===== src/rtl/archie_ld_pkg.sv =====
// Shared types and helpers for the Wishbone image loader: FSM state encoding,
// byte-lane select and write-data replication for 8/16-bit download beats.
package archie_ld_pkg;

  typedef enum logic [1:0] {
    StIdle,
    StErase,
    StLoad,
    StFinish
  } ld_state_e;

  // Byte lanes of the 32-bit word touched by one download beat.
  function automatic logic [3:0] lane_sel(input logic [1:0] addr_lo, input int unsigned io_dw);
    if (io_dw == 16) begin
      return addr_lo[1] ? 4'b1100 : 4'b0011;
    end
    return 4'b0001 << addr_lo;
  endfunction

  // Beat replicated across the word so any selected lane carries the data.
  function automatic logic [31:0] rep_data(input logic [15:0] dout, input int unsigned io_dw);
    if (io_dw == 16) begin
      return {dout, dout};
    end
    return {4{dout[7:0]}};
  endfunction

endpackage


===== src/rtl/wb_write_port.sv =====
// Single-outstanding masked Wishbone write master: latches one request and
// holds cyc/stb/adr/sel/dat stable until the slave acknowledges.
module wb_write_port #(
  parameter int unsigned AW = 24
) (
  input  logic          i_clk,
  input  logic          i_rst_n,
  input  logic          i_start,
  input  logic [AW-1:0] i_adr,
  input  logic [3:0]    i_sel,
  input  logic [31:0]   i_dat,
  input  logic          i_ack,
  output logic          o_cyc,
  output logic          o_stb,
  output logic          o_we,
  output logic [AW-1:0] o_adr,
  output logic [3:0]    o_sel,
  output logic [31:0]   o_dat,
  output logic          o_busy,
  output logic          o_ack
);

  logic          r_stb;
  logic [AW-1:0] r_adr;
  logic [3:0]    r_sel;
  logic [31:0]   r_dat;

  always_ff @(posedge i_clk) begin
    if (!i_rst_n) begin
      r_stb <= 1'b0;
      r_adr <= '0;
      r_sel <= '0;
      r_dat <= '0;
    end else if (r_stb) begin
      if (i_ack) begin
        r_stb <= 1'b0;
      end
    end else if (i_start) begin
      r_stb <= 1'b1;
      r_adr <= i_adr;
      r_sel <= i_sel;
      r_dat <= i_dat;
    end
  end

  assign o_cyc  = r_stb;
  assign o_stb  = r_stb;
  assign o_we   = r_stb;
  assign o_adr  = r_adr;
  assign o_sel  = r_sel;
  assign o_dat  = r_dat;
  assign o_busy = r_stb;
  assign o_ack  = r_stb & i_ack;

endmodule


===== src/rtl/wb_image_loader.sv =====
// Moves an hps_io ioctl download into Wishbone SDRAM, optionally erasing the region first.
// Define LOADER_SUM_EN to add the `sum` output (running sum of accepted beats).
module wb_image_loader
  import archie_ld_pkg::*;
#(
  parameter logic [7:0]  DL_INDEX    = 8'd1,
  parameter int unsigned IO_DW       = 16,
  parameter int unsigned WB_AW       = 24,
  parameter int unsigned BASE_WADDR  = 'h100000,
  parameter int unsigned ERASE_WORDS = 'h100000,
  parameter logic [31:0] FILL        = 32'h0
) (
  input  logic             clk_sys,
  input  logic             reset_n,
  input  logic             ioctl_download,
  input  logic [7:0]       ioctl_index,
  input  logic             ioctl_wr,
  input  logic [24:0]      ioctl_addr,
  input  logic [IO_DW-1:0] ioctl_dout,
  output logic             ioctl_wait,
  output logic             active,
  output logic             hold_reset,
  output logic             done,
  output logic             wb_cyc,
  output logic             wb_stb,
  output logic             wb_we,
  output logic [3:0]       wb_sel,
  output logic [WB_AW+1:2] wb_adr,
  output logic [31:0]      wb_dat_o,
  input  logic             wb_ack,
  output logic             ovf
`ifdef LOADER_SUM_EN
  ,
  output logic [31:0]      sum
`endif
);

  localparam int unsigned AddrW = (WB_AW + 2 > 25) ? WB_AW + 2 : 25;

  ld_state_e  r_state;
  logic       r_sel_prev;
  logic       r_dl_gone;
  logic       r_active;
  logic       r_hold;
  logic       r_done;
  logic       r_wait;
  logic       r_ovf;
  logic [31:0] r_idx;
`ifdef LOADER_SUM_EN
  logic [31:0] r_sum;
`endif

  logic             w_sel_dl;
  logic             w_sel_rise;
  logic [AddrW-1:0] w_addr_ext;
  logic [WB_AW-1:0] w_offset;
  logic [15:0]      w_dout16;
  logic             w_oor;
  logic             w_busy;
  logic             w_ack;
  logic             w_accept;
  logic             w_drop;
  logic             w_erase_req;
  logic             w_start;
  logic [WB_AW-1:0] w_req_adr;
  logic [3:0]       w_req_sel;
  logic [31:0]      w_req_dat;

  assign w_sel_dl   = ioctl_download && (ioctl_index == DL_INDEX);
  assign w_sel_rise = w_sel_dl && !r_sel_prev;
  assign w_addr_ext = AddrW'(ioctl_addr);
  assign w_offset   = w_addr_ext[WB_AW+1:2];
  assign w_dout16   = 16'(ioctl_dout);
  // With erase disabled there is no region bound, so every offset is accepted.
  assign w_oor      = (ERASE_WORDS != 0) && (32'(w_offset) >= ERASE_WORDS);

  assign w_accept    = (r_state == StLoad) && ioctl_wr && w_sel_dl && !w_busy && !w_oor;
  assign w_drop      = (r_state == StLoad) && ioctl_wr && w_sel_dl && (w_busy || w_oor);
  assign w_erase_req = (r_state == StErase) && !w_busy && (r_idx < ERASE_WORDS);
  assign w_start     = w_accept || w_erase_req;

  always_comb begin
    w_req_adr = WB_AW'(BASE_WADDR + 32'(w_offset));
    w_req_sel = lane_sel(w_addr_ext[1:0], IO_DW);
    w_req_dat = rep_data(w_dout16, IO_DW);
    if (r_state == StErase) begin
      w_req_adr = WB_AW'(BASE_WADDR + r_idx);
      w_req_sel = 4'b1111;
      w_req_dat = FILL;
    end
  end

  wb_write_port #(
    .AW (WB_AW)
  ) u_port (
    .i_clk   (clk_sys),
    .i_rst_n (reset_n),
    .i_start (w_start),
    .i_adr   (w_req_adr),
    .i_sel   (w_req_sel),
    .i_dat   (w_req_dat),
    .i_ack   (wb_ack),
    .o_cyc   (wb_cyc),
    .o_stb   (wb_stb),
    .o_we    (wb_we),
    .o_adr   (wb_adr),
    .o_sel   (wb_sel),
    .o_dat   (wb_dat_o),
    .o_busy  (w_busy),
    .o_ack   (w_ack)
  );

  always_ff @(posedge clk_sys) begin
    if (!reset_n) begin
      r_state    <= StIdle;
      r_sel_prev <= 1'b0;
      r_dl_gone  <= 1'b0;
      r_active   <= 1'b0;
      r_hold     <= 1'b0;
      r_done     <= 1'b0;
      r_wait     <= 1'b0;
      r_ovf      <= 1'b0;
      r_idx      <= '0;
`ifdef LOADER_SUM_EN
      r_sum      <= '0;
`endif
    end else begin
      r_sel_prev <= w_sel_dl;
      r_done     <= 1'b0;
      if (w_drop) begin
        r_ovf <= 1'b1;
      end
      case (r_state)
        StIdle: begin
          if (w_sel_rise) begin
            r_active  <= 1'b1;
            r_hold    <= 1'b1;
            r_idx     <= '0;
            r_dl_gone <= 1'b0;
`ifdef LOADER_SUM_EN
            r_sum     <= '0;
`endif
            if (ERASE_WORDS != 0) begin
              r_state <= StErase;
              r_wait  <= 1'b1;
            end else begin
              r_state <= StLoad;
            end
          end
        end
        StErase: begin
          if (!w_sel_dl) begin
            r_dl_gone <= 1'b1;
          end
          if (w_erase_req) begin
            r_idx <= r_idx + 32'd1;
          end
          if (w_ack && (r_idx == ERASE_WORDS)) begin
            r_wait <= 1'b0;
            if (r_dl_gone || !w_sel_dl) begin
              r_state  <= StFinish;
              r_done   <= 1'b1;
              r_active <= 1'b0;
              r_hold   <= 1'b0;
            end else begin
              r_state <= StLoad;
            end
          end
        end
        StLoad: begin
          if (w_accept) begin
            r_wait <= 1'b1;
`ifdef LOADER_SUM_EN
            r_sum  <= r_sum + 32'(w_dout16);
`endif
          end else if (w_ack) begin
            r_wait <= 1'b0;
          end
          // Download ended: let any pending write retire before finishing.
          if (!w_sel_dl && (!w_busy || w_ack)) begin
            r_state  <= StFinish;
            r_done   <= 1'b1;
            r_active <= 1'b0;
            r_hold   <= 1'b0;
            r_wait   <= 1'b0;
          end
        end
        StFinish: begin
          r_state <= StIdle;
        end
        default: begin
          r_state <= StIdle;
        end
      endcase
    end
  end

  assign ioctl_wait = r_wait;
  assign active     = r_active;
  assign hold_reset = r_hold;
  assign done       = r_done;
  assign ovf        = r_ovf;
`ifdef LOADER_SUM_EN
  assign sum        = r_sum;
`endif

endmodule


===== config.mk =====
export PLATFORM = sky130hd
export DESIGN_NAME = wb_image_loader
export DESIGN_NICKNAME = d
export VERILOG_FILES = /design/src/rtl/archie_ld_pkg.sv /design/src/rtl/wb_write_port.sv /design/src/rtl/wb_image_loader.sv
export SDC_FILE = /design/constraint.sdc
export NUM_CORES = 1
export LEC_CHECK = 0
export ABC_CLOCK_PERIOD_IN_PS = 7300
export BUFFER_PORTS_ARGS = -buffer_cell sky130_fd_sc_hd__buf_2
export CAP_MARGIN = 20
export CORE_ASPECT_RATIO = 0.5
export CORE_MARGIN = 1.5
export CORE_UTILIZATION = 41
export CTS_CLUSTER_SIZE = 40
export DETAILED_ROUTE_END_ITERATION = 10
export PLACE_DENSITY = 0.66
export SYNTH_ARGS = -nofsm -noshare
export SYNTH_HDL_FRONTEND = slang
export SYNTH_SLANG_ARGS = --single-unit

===== constraint.sdc =====
create_clock -name clk_sys -period 7.3 [get_ports clk_sys]
set_clock_uncertainty 0.05 [all_clocks]
set_input_delay 2.19 -clock clk_sys [delete_from_list [all_inputs] [get_ports clk_sys]]
set_output_delay 2.19 -clock clk_sys [all_outputs]
set_load 0.01 [all_outputs]

# Yosys cells after proc, flatten, opt, wreduce, memory -nomap -nowiden
# Index checks and enable logic that the tools add are counted.
[word_totals]
in_bits = 54
output_inout_bits = 68
register_bits = 101
elab_cells = 91
latchBits = 0
n_memories = 0
rom_bits = 0
ramBits = 0
[op_classes]
bitwise_logic = 2
div_mod_pow = 0
mul = 0
order_cmp = 2
eq_ne = 12
shifts = 0
n_addsub = 3
n_reduce_logical = 28
mux = 32
[op_table]
columns = ["operator", "n"]
rows = [
  ["32-bit two-way mux", 3],
  ["32-bit case mux with 2 select lines", 1],
  ["32-bit by 1-bit adder with 32-bit output, second input constant", 1],
  ["32-bit by 21-bit == test with 1-bit output, second input constant", 1],
  ["32-bit by 21-bit less-than comparator with 1-bit output, second input constant", 1],
  ["21-bit by 23-bit adder with 24-bit output, first input constant", 1],
  ["21-bit by 24-bit adder with 24-bit output, first input constant", 1],
  ["24-bit two-way mux", 1],
  ["23-bit by 21-bit greater-or-equal comparator with 1-bit output, second input constant", 1],
  ["1-bit two-way mux", 17],
  ["1-bit logical AND", 11],
  ["3-bit AND reduction", 3],
  ["8-bit by 1-bit == test with 1-bit output, second input constant", 1],
  ["4-bit two-way mux", 2],
  ["2-bit case mux with 4 select lines", 1],
  ["2-bit two-way mux", 3],
  ["2-bit by 1-bit inequality test with 1-bit output, second input constant", 3],
  ["2-bit inequality test, second input constant", 3],
  ["1-bit case mux with 3 select lines", 2],
  ["5-bit AND reduction", 1],
  ["2-bit == test, second input constant", 2],
  ["1-bit logical NOT", 4],
  ["1-bit logical OR", 4],
  ["4-bit by 3-bit inequality test with 1-bit output, second input constant", 1],
  ["other kinds (9)", 10],
]

# Logic depth before layout (Yosys ltp)
# Gate-level depths: netlist (run 1).
[depth]
depth_word = 8
depth_mapped = 9
ltp_nobuf = 8

# Hierarchy
# A second synthesis (run 1) with hierarchy kept.
[unflattened]
hier_cells = 553
area_unflattened_um2 = 4914.7
[by_module_without_submodules]
columns = ["module", "seq_area_each_um2", "instances", "cells_each", "area_each_um2"]
rows = [
  ["wb_image_loader", 800.8, 1, 285, 2459.9],
  ["wb_write_port", 1221.2, 1, 268, 2454.9],
]

# Worst setup path after synthesis (run 1)
# No wires, ideal clock.
[synth_path]
kind = "input-to-reg"
from = "input ioctl_index[2]"
to = "register r_idx[17]"
setup_time_ps = 70
required_ps = 7180
n_path_buf = 1
t_arrival_ps = 4156
slack_ps = 3024
cell_stages = 6
path_cell_list = "or4_4 buf_6 o41a_4 a21o_4 or4_1 a21oi_1"
[synth_between]
elab_chain_cells = 5
[synth_rtl]
columns = ["item", "line_no", "source"]
rows = [
  ["start, declared", "wb_image_loader.sv:16", "input logic [7:0] ioctl_index,"],
  ["8-bit by 1-bit == test with 1-bit output", "wb_image_loader.sv:69", "assign w_sel_dl = ioctl_download && (ioctl_index == DL_INDEX);"],
  ["1-bit logical AND", "wb_image_loader.sv:69", ""],
  ["1-bit logical AND", "wb_image_loader.sv:70", "assign w_sel_rise = w_sel_dl && !r_sel_prev;"],
  ["2-bit inequality test (no line)", "--", ""],
  ["3-bit AND reduction (no line)", "--", ""],
  ["end signal, assigned", "wb_image_loader.sv:156", "r_idx <= r_idx + 32'd1;"],
  ["end, declared", "wb_image_loader.sv:48", "logic [31:0] r_idx;"],
]
# No other way between the ends.
# A chain may end at the register's enable or synchronous reset.

# Worst setup path after layout (run 1)
[layout_path]
from = "input ioctl_index[1]"
to = "register r_idx[2]"
# The elaborated chain is that of the path after synthesis.

==> metrics, run 1 <==
outcome=completed; sequential cell area=0.00166 mm2; Total GRT Usage=19.2%; RSZ-0062 raised after global routing=no; CTS tree=yes; Slew Viols, Final=0; CP Capture Type=register; Least-Margin Pin Slew=932 ps; Cell Pwr Density=243 mW/mm2; final period utilization=57.4%; CTS buffer count=9; Area Growth Syn to Fin=21.1%; crit-path max cell delay=580 ps; RD Place Congestion=0.831; CTS hold repair buffers=0; Top FF cell, synth=dfxtp_1; Core ar.=0.00945 mm2; post-synth top area share=41.6%; Syn Std Cell Area=0.00399 mm2; minimum period implied by the final worst setup slack=4190 ps; Critical path buffers and inverters=1; die area=0.0104 mm2; Yosys warnings=0; TNS Setup=0 ps; Max FO, Critical Path=9; via count=3,557; Clock Power Share=40.9%; Die Y=72.8 um; Top Ports=122; H-tree depth=3; most frequent cell after synthesis=dfxtp_1; crit path cell chain=buf_2 -> or3b_2 -> o41a_4 -> a21oi_1 -> a21oi_1 -> a31o_2; first drt pass iteration count=4; WL/cell=14.6 um; async set-reset flop share out of synthesis=0%; Commonest cells post-synth=83 x dfxtp_1, 45 x nand2_1, 45 x nor2_1; Critical Setup Path Class=in -> reg; post-CTS setup buffers=0; total power=1.18 mW; initial antenna violation count=0; routed wire length=9880 um; gr ovfl total=0; Iteration-0 DRC Markers=230; Post-CTS Resized=0; Min-Delay Path Class=reg -> reg; first-pass GRT wire length=15,600 um; Rows=25; syn_area_per_cell=8.75 um2; EDFF count, synth=0; final setup vio count=0; Initial Util=42.3%; reg-to-reg setup timing slack=3900 ps; diode count=0; Top cell by count, worst path=a21oi_1; IO Port Bufs=120; leading area contributor after synthesis=dfxtp_1; Top delay family on crit path=compound AO/OA/AOI/OAI gates; CP max-delay cell=o41a_4; DR DRC count=0; P_int=0.868 mW; Net Sw Frac=26.3%; combinational power share=17.1%; register share of total power=42.0%; CTS clk-pin slew, worst paths=60 ps; fin area=0.00483 mm2; DP HPWL=6880 um; vias per cell=5.25; Multi-input gate area=0.00201 mm2; clock buffer depth=2; worst skew pair latency=340 ps; Nets=601; CP Launch Type=input port; layout cell share with drive strength beyond 1=27.8%; leak pwr=2.01 nW; CP required=7480 ps; Synth area leaders=dfxtp_1 42%, mux2i_1 6.8%, nand2_1 4.2%, nor2_1 4.2%, a211oi_1 4.1%; unique cell type count in the Yosys netlist=53; post-synthesis register bit count=83; vias in the first global route=3,056; final hold vios=0; fillers=908; Worst slew margin=37.9%; MaxCap Viol Count=0; cell count after synthesis=456; largest net degree at the start of global routing=65; sequential share of the synthesized area=41.6%; syn_nets=518; Peak Freq=239 MHz; Critical Path AT=4370 ps; root buf cell=clkbuf_16; maximum vdd drop=121 uV; Area after DPL=0.00449 mm2; NetSw=0.309 mW; clock sink total=83; Final ANT Viol Nets=0; Die X=143 um
metal layers:
metal	vias up	GRT usage [%]	share of wire [%]
li1	1804	-	-
met1	1660	25.8	49
met2	81	30.1	45
met3	12	5.84	4.8
met4	0	5.50	1.1
met5	-	0	0
cells by family (layout without fill, tap and decap cells):
| kind of cell | Yosys count | after routing | share of synthesized area [%] |
|---|---|---|---|
| buf+inv | 61 | 148 | 8.18 |
| compound gates | 95 | 95 | 17.4 |
| simple gates | 176 | 176 | 22.2 |
| xor+xnor | 6 | 6 | 1.32 |
| flops | 83 | 83 | 41.6 |
| mux | 27 | 27 | 6.77 |
| fa+ha+maj | 8 | 8 | 2.51 |
final cells by class:
type                    instances  share of cell area, %
clock buffers                  13                   5.18
repair buffers                124                   13.4
flip-flops and latches         83                   34.4
clock inverters                 2                   1.24
inverters                       9                  0.699
well taps                     135                   3.49
multi-input cells             312                   41.6
worst reg2reg max path, cell delays in order, from the launching register on:
cell	delay [ps]
dfxtp_1	350
inv_1	110
ha_2	810
clkinv_1	790
nand2_1	530
a21oi_1	310
nand4_1	200
mux2i_1	180
layout by cell type (no fill, tap or decap), drive strengths merged, types with 2 or more instances in the layout:
master,netlist,routed
and2,8,8
or4,6,6
nor3b,2,2
bufinv,0,2
nand4,7,7
and3,5,5
o41a,2,2
nand2b,5,5
a41oi,4,4
a211oi,23,23
clkbuf,22,13
o211ai,2,2
a31o,3,3
inv,8,8
a311oi,4,4
o41ai,2,2
nor2,45,45
nor3,6,6
ha,8,8
nand3,23,23
xnor2,5,5
a2111oi,2,2
a21oi,31,31
a31oi,11,11
o31ai,3,3
buf,30,124
a41o,3,3
and4,6,6
nand4b,2,2
nor4,7,7
mux2i,27,27
dfxtp,83,83
or3b,2,2
nand2,46,46
o21ai,2,2
through the flow:
stage / worst slack [ps] / utilization, % / cells / hold slack (ps)
floorplan: 3020 / - / 456 / 388
global placement: 2380 / 47.6 / 661 / 386
detailed placement: 2350 / 47.6 / 661 / 397
CTS: 2700 / 50.8 / 676 / 406
global route: 3030 / 51.2 / 678 / 418
finish: 3110 / 51.2 / 678 / 406
path summary, 6_finish.rpt:
| kind | depth (start not counted) | to | startpoint |
|---|---|---|---|
| setup reg to reg | 7 | r_idx[15]$_SDFFE_PN0P_ | r_state[1]$_SDFFE_PN0P_ |
| hold reg to reg | 2 | u_port.o_adr[20]$_SDFFE_PN0P_ | u_port.o_adr[20]$_SDFFE_PN0P_ |
| hold / removal | 2 | u_port.o_adr[20]$_SDFFE_PN0P_ | u_port.o_adr[20]$_SDFFE_PN0P_ |
| setup / recovery | 6 | r_idx[2]$_SDFFE_PN0P_ | ioctl_index[1] |
power by group through the flow:
stage	Clock [mW]	Sequential, mW	Combinational (mW)
floorplan	0	0.515	0.129
global placement	0	0.503	0.199
detailed placement	0	0.504	0.200
CTS	0.491	0.494	0.201
global route	0.511	0.497	0.223
finish	0.481	0.494	0.201
flip-flops by register name, summed over array words and instances, names as in the netlist, 2 cells and up:
register / flops
r_idx: 32
r_state: 2
u_port.o_adr: 24
u_port.o_dat: 16
u_port.o_sel: 2
(Power assumes the default switching activity.)
==> inputs of run 2 (changes only) <==
--- a/config.mk
+++ b/config.mk
@@ -5,7 +5,7 @@
 export SDC_FILE = /design/constraint.sdc
 export NUM_CORES = 1
 export LEC_CHECK = 0
-export ABC_CLOCK_PERIOD_IN_PS = 7300
+export ABC_CLOCK_PERIOD_IN_PS = 4000
 export BUFFER_PORTS_ARGS = -buffer_cell sky130_fd_sc_hd__buf_2
 export CAP_MARGIN = 20
 export CORE_ASPECT_RATIO = 0.5
==> constraint.sdc (replaced) <==
create_clock -name clk_sys -period 4 [get_ports clk_sys]
set_clock_uncertainty 0.05 [all_clocks]
set_input_delay 1.2 -clock clk_sys [delete_from_list [all_inputs] [get_ports clk_sys]]
set_output_delay 1.2 -clock clk_sys [all_outputs]
set_load 0.01 [all_outputs]
==> run 2 against run 1 <==
Flip-flop and latch count unchanged. Cell count up 0.44%. Die area unchanged. Sequential share of layout area up 0.062 points. Core utilization down 0.093 points. Clock power up 58%. Combinational power up 85%. Setup slack worse by 2300 ps. Final area down 0.18%. Largest cell class unchanged.
==> metrics, run 2 (same netlist as run 1, synthesis figures left out) <==
Core ar.=0.00945 mm2 (unchanged); Worst slew margin=43.1% (+5.2 points); Top reg by flops=r_idx; layout cell share with drive strength beyond 1=28.6% (+0.76 points); final period utilization=80.0%; IO Port Bufs=120 (unchanged); final hold vios=0 (unchanged); first-pass GRT wire length=15,500 um (-0.58%); crit path cell chain=buf_2 -> or4_4 -> or4_1 -> nand2_2 -> buf_12 -> nor2_1 -> a211oi_1; DP HPWL=6850 um (-0.47%); CTS buffer count=9 (unchanged); Iteration-0 DRC Markers=180 (-22%); fin area=0.00483 mm2 (-0.18%); Critical Setup Path Class=in -> reg; DR DRC count=0 (unchanged); TNS Setup=0 ps (unchanged); Area Growth Syn to Fin=20.9%; clock sink total=83 (unchanged); first drt pass iteration count=4 (unchanged); CP required=4190 ps (-3290 ps); Critical Path AT=3390 ps (-980 ps); vias in the first global route=3,114 (+1.9%); CP Capture Type=register; gr ovfl total=0 (unchanged); worst skew pair latency=340 ps (about the same); RD Place Congestion=0.829 (-0.30%); Rows=25 (unchanged); diode count=0 (unchanged); CP max-delay cell=or4_1; RSZ-0062 raised after global routing=no; vias per cell=5.18 (-1.3%); Largest register FFs=32 (unchanged); crit-path max cell delay=630 ps (+50 ps); Final ANT Viol Nets=0 (unchanged); Min-Delay Path Class=reg -> reg; CTS tree=yes; outcome=completed; commonest non-fill, non-tap cells in the layout=120 x buf_2, 83 x dfxtp_1, 45 x nor2_1, 45 x nand2_1, 31 x a21oi_1; Max FO, Critical Path=53 (+44); Setup WS pre-CTS=467 ps (-1880 ps); routed wire length=9700 um (-1.8%); CP Launch Type=input port; leak pwr=2.01 nW (+0.22%); root buf cell=clkbuf_16; Area after DPL=0.00456 mm2 (+1.4%); WL/cell=14.2 um (-2.3%); Nets=604 (+0.50%); die area=0.0104 mm2 (unchanged); Slew Viols, Final=0 (unchanged); minimum period implied by the final worst setup slack=3200 ps; Die Y=72.8 um (unchanged); most common cell after layout, fill and taps aside=buf_2; MaxCap Viol Count=0 (unchanged); post-CTS setup buffers=0 (unchanged); CTS clk-pin slew, worst paths=60 ps (about the same); clock buffer depth=2 (unchanged); Die X=143 um (unchanged); CTS hold repair buffers=0 (unchanged); Total GRT Usage=19.1% (-0.15 points); final setup vio count=0 (unchanged); WHS=405 ps (-0.839 ps); Initial Util=42.3% (unchanged); Final WS setup=801 ps (-2310 ps); largest net degree at the start of global routing=54 (-17%); Top Ports=122 (unchanged); Peak Freq=313 MHz; initial antenna violation count=0 (unchanged); Post-CTS Resized=0 (unchanged); Least-Margin Pin Slew=852 ps (-79.5 ps); Cell Pwr Density=421 mW/mm2 (+73%); maximum vdd drop=227 uV (+89%); H-tree depth=3 (unchanged); via count=3,527 (-0.84%); total power=2.03 mW (+73%)
==> run 2: final cells by class <==
class                      count  area [um2]
clock buffer                  11         243
clock inverter                 4        27.5
fill                         920        4620
inverter                       9        33.8
multi-input combinational    312        2010
sequential                    83        1660
tap                          135         169
timing repair buffer         127         678
==> run 2: critical path: cells and delay by family <==
family	cells	cell delay (ps)
AOI/OAI and AO/OA	1	250
buffers and inverters	2	360
and+or+nand+nor	4	1540
==> run 2: metal layers <==
layer  vias to the layer above  GRT usage, %  wire (um)
li1                       1811             -          -
met1                      1626          25.6       4680
met2                        86          30.6       4510
met3                         4          4.66        462
met4                         0          6.07         46
met5                         -             0          0
==> run 2: final timing paths <==
kind | startpoint | endpoint | slack, ps | cells after the start
min | u_port.o_adr[21]$_SDFFE_PN0P_ | u_port.o_adr[21]$_SDFFE_PN0P_ | 410 | 2
min reg2reg | u_port.o_adr[21]$_SDFFE_PN0P_ | u_port.o_adr[21]$_SDFFE_PN0P_ | 410 | 2
max | ioctl_index[2] | u_port.o_adr[9]$_SDFFE_PN0P_ | 800 | 7
max reg2reg | r_state[1]$_SDFFE_PN0P_ | u_port.o_adr[9]$_SDFFE_PN0P_ | 1190 | 8
==> run 2: stage by stage <==
stage | util (%) | cells
after floorplan | - | 456
after global placement | 48.2 | 666
after detailed placement | 48.2 | 666
after CTS | 51.1 | 681
after global routing | 51.1 | 681
final | 51.1 | 681
==> run 2: report_power, final <==
group	leakage, nW	internal, mW	total (mW)	switching [mW]
Clock	0.135	0.434	0.758	0.324
Combinational	1.21	0.153	0.372	0.219
Sequential	0.669	0.874	0.902	0.0276
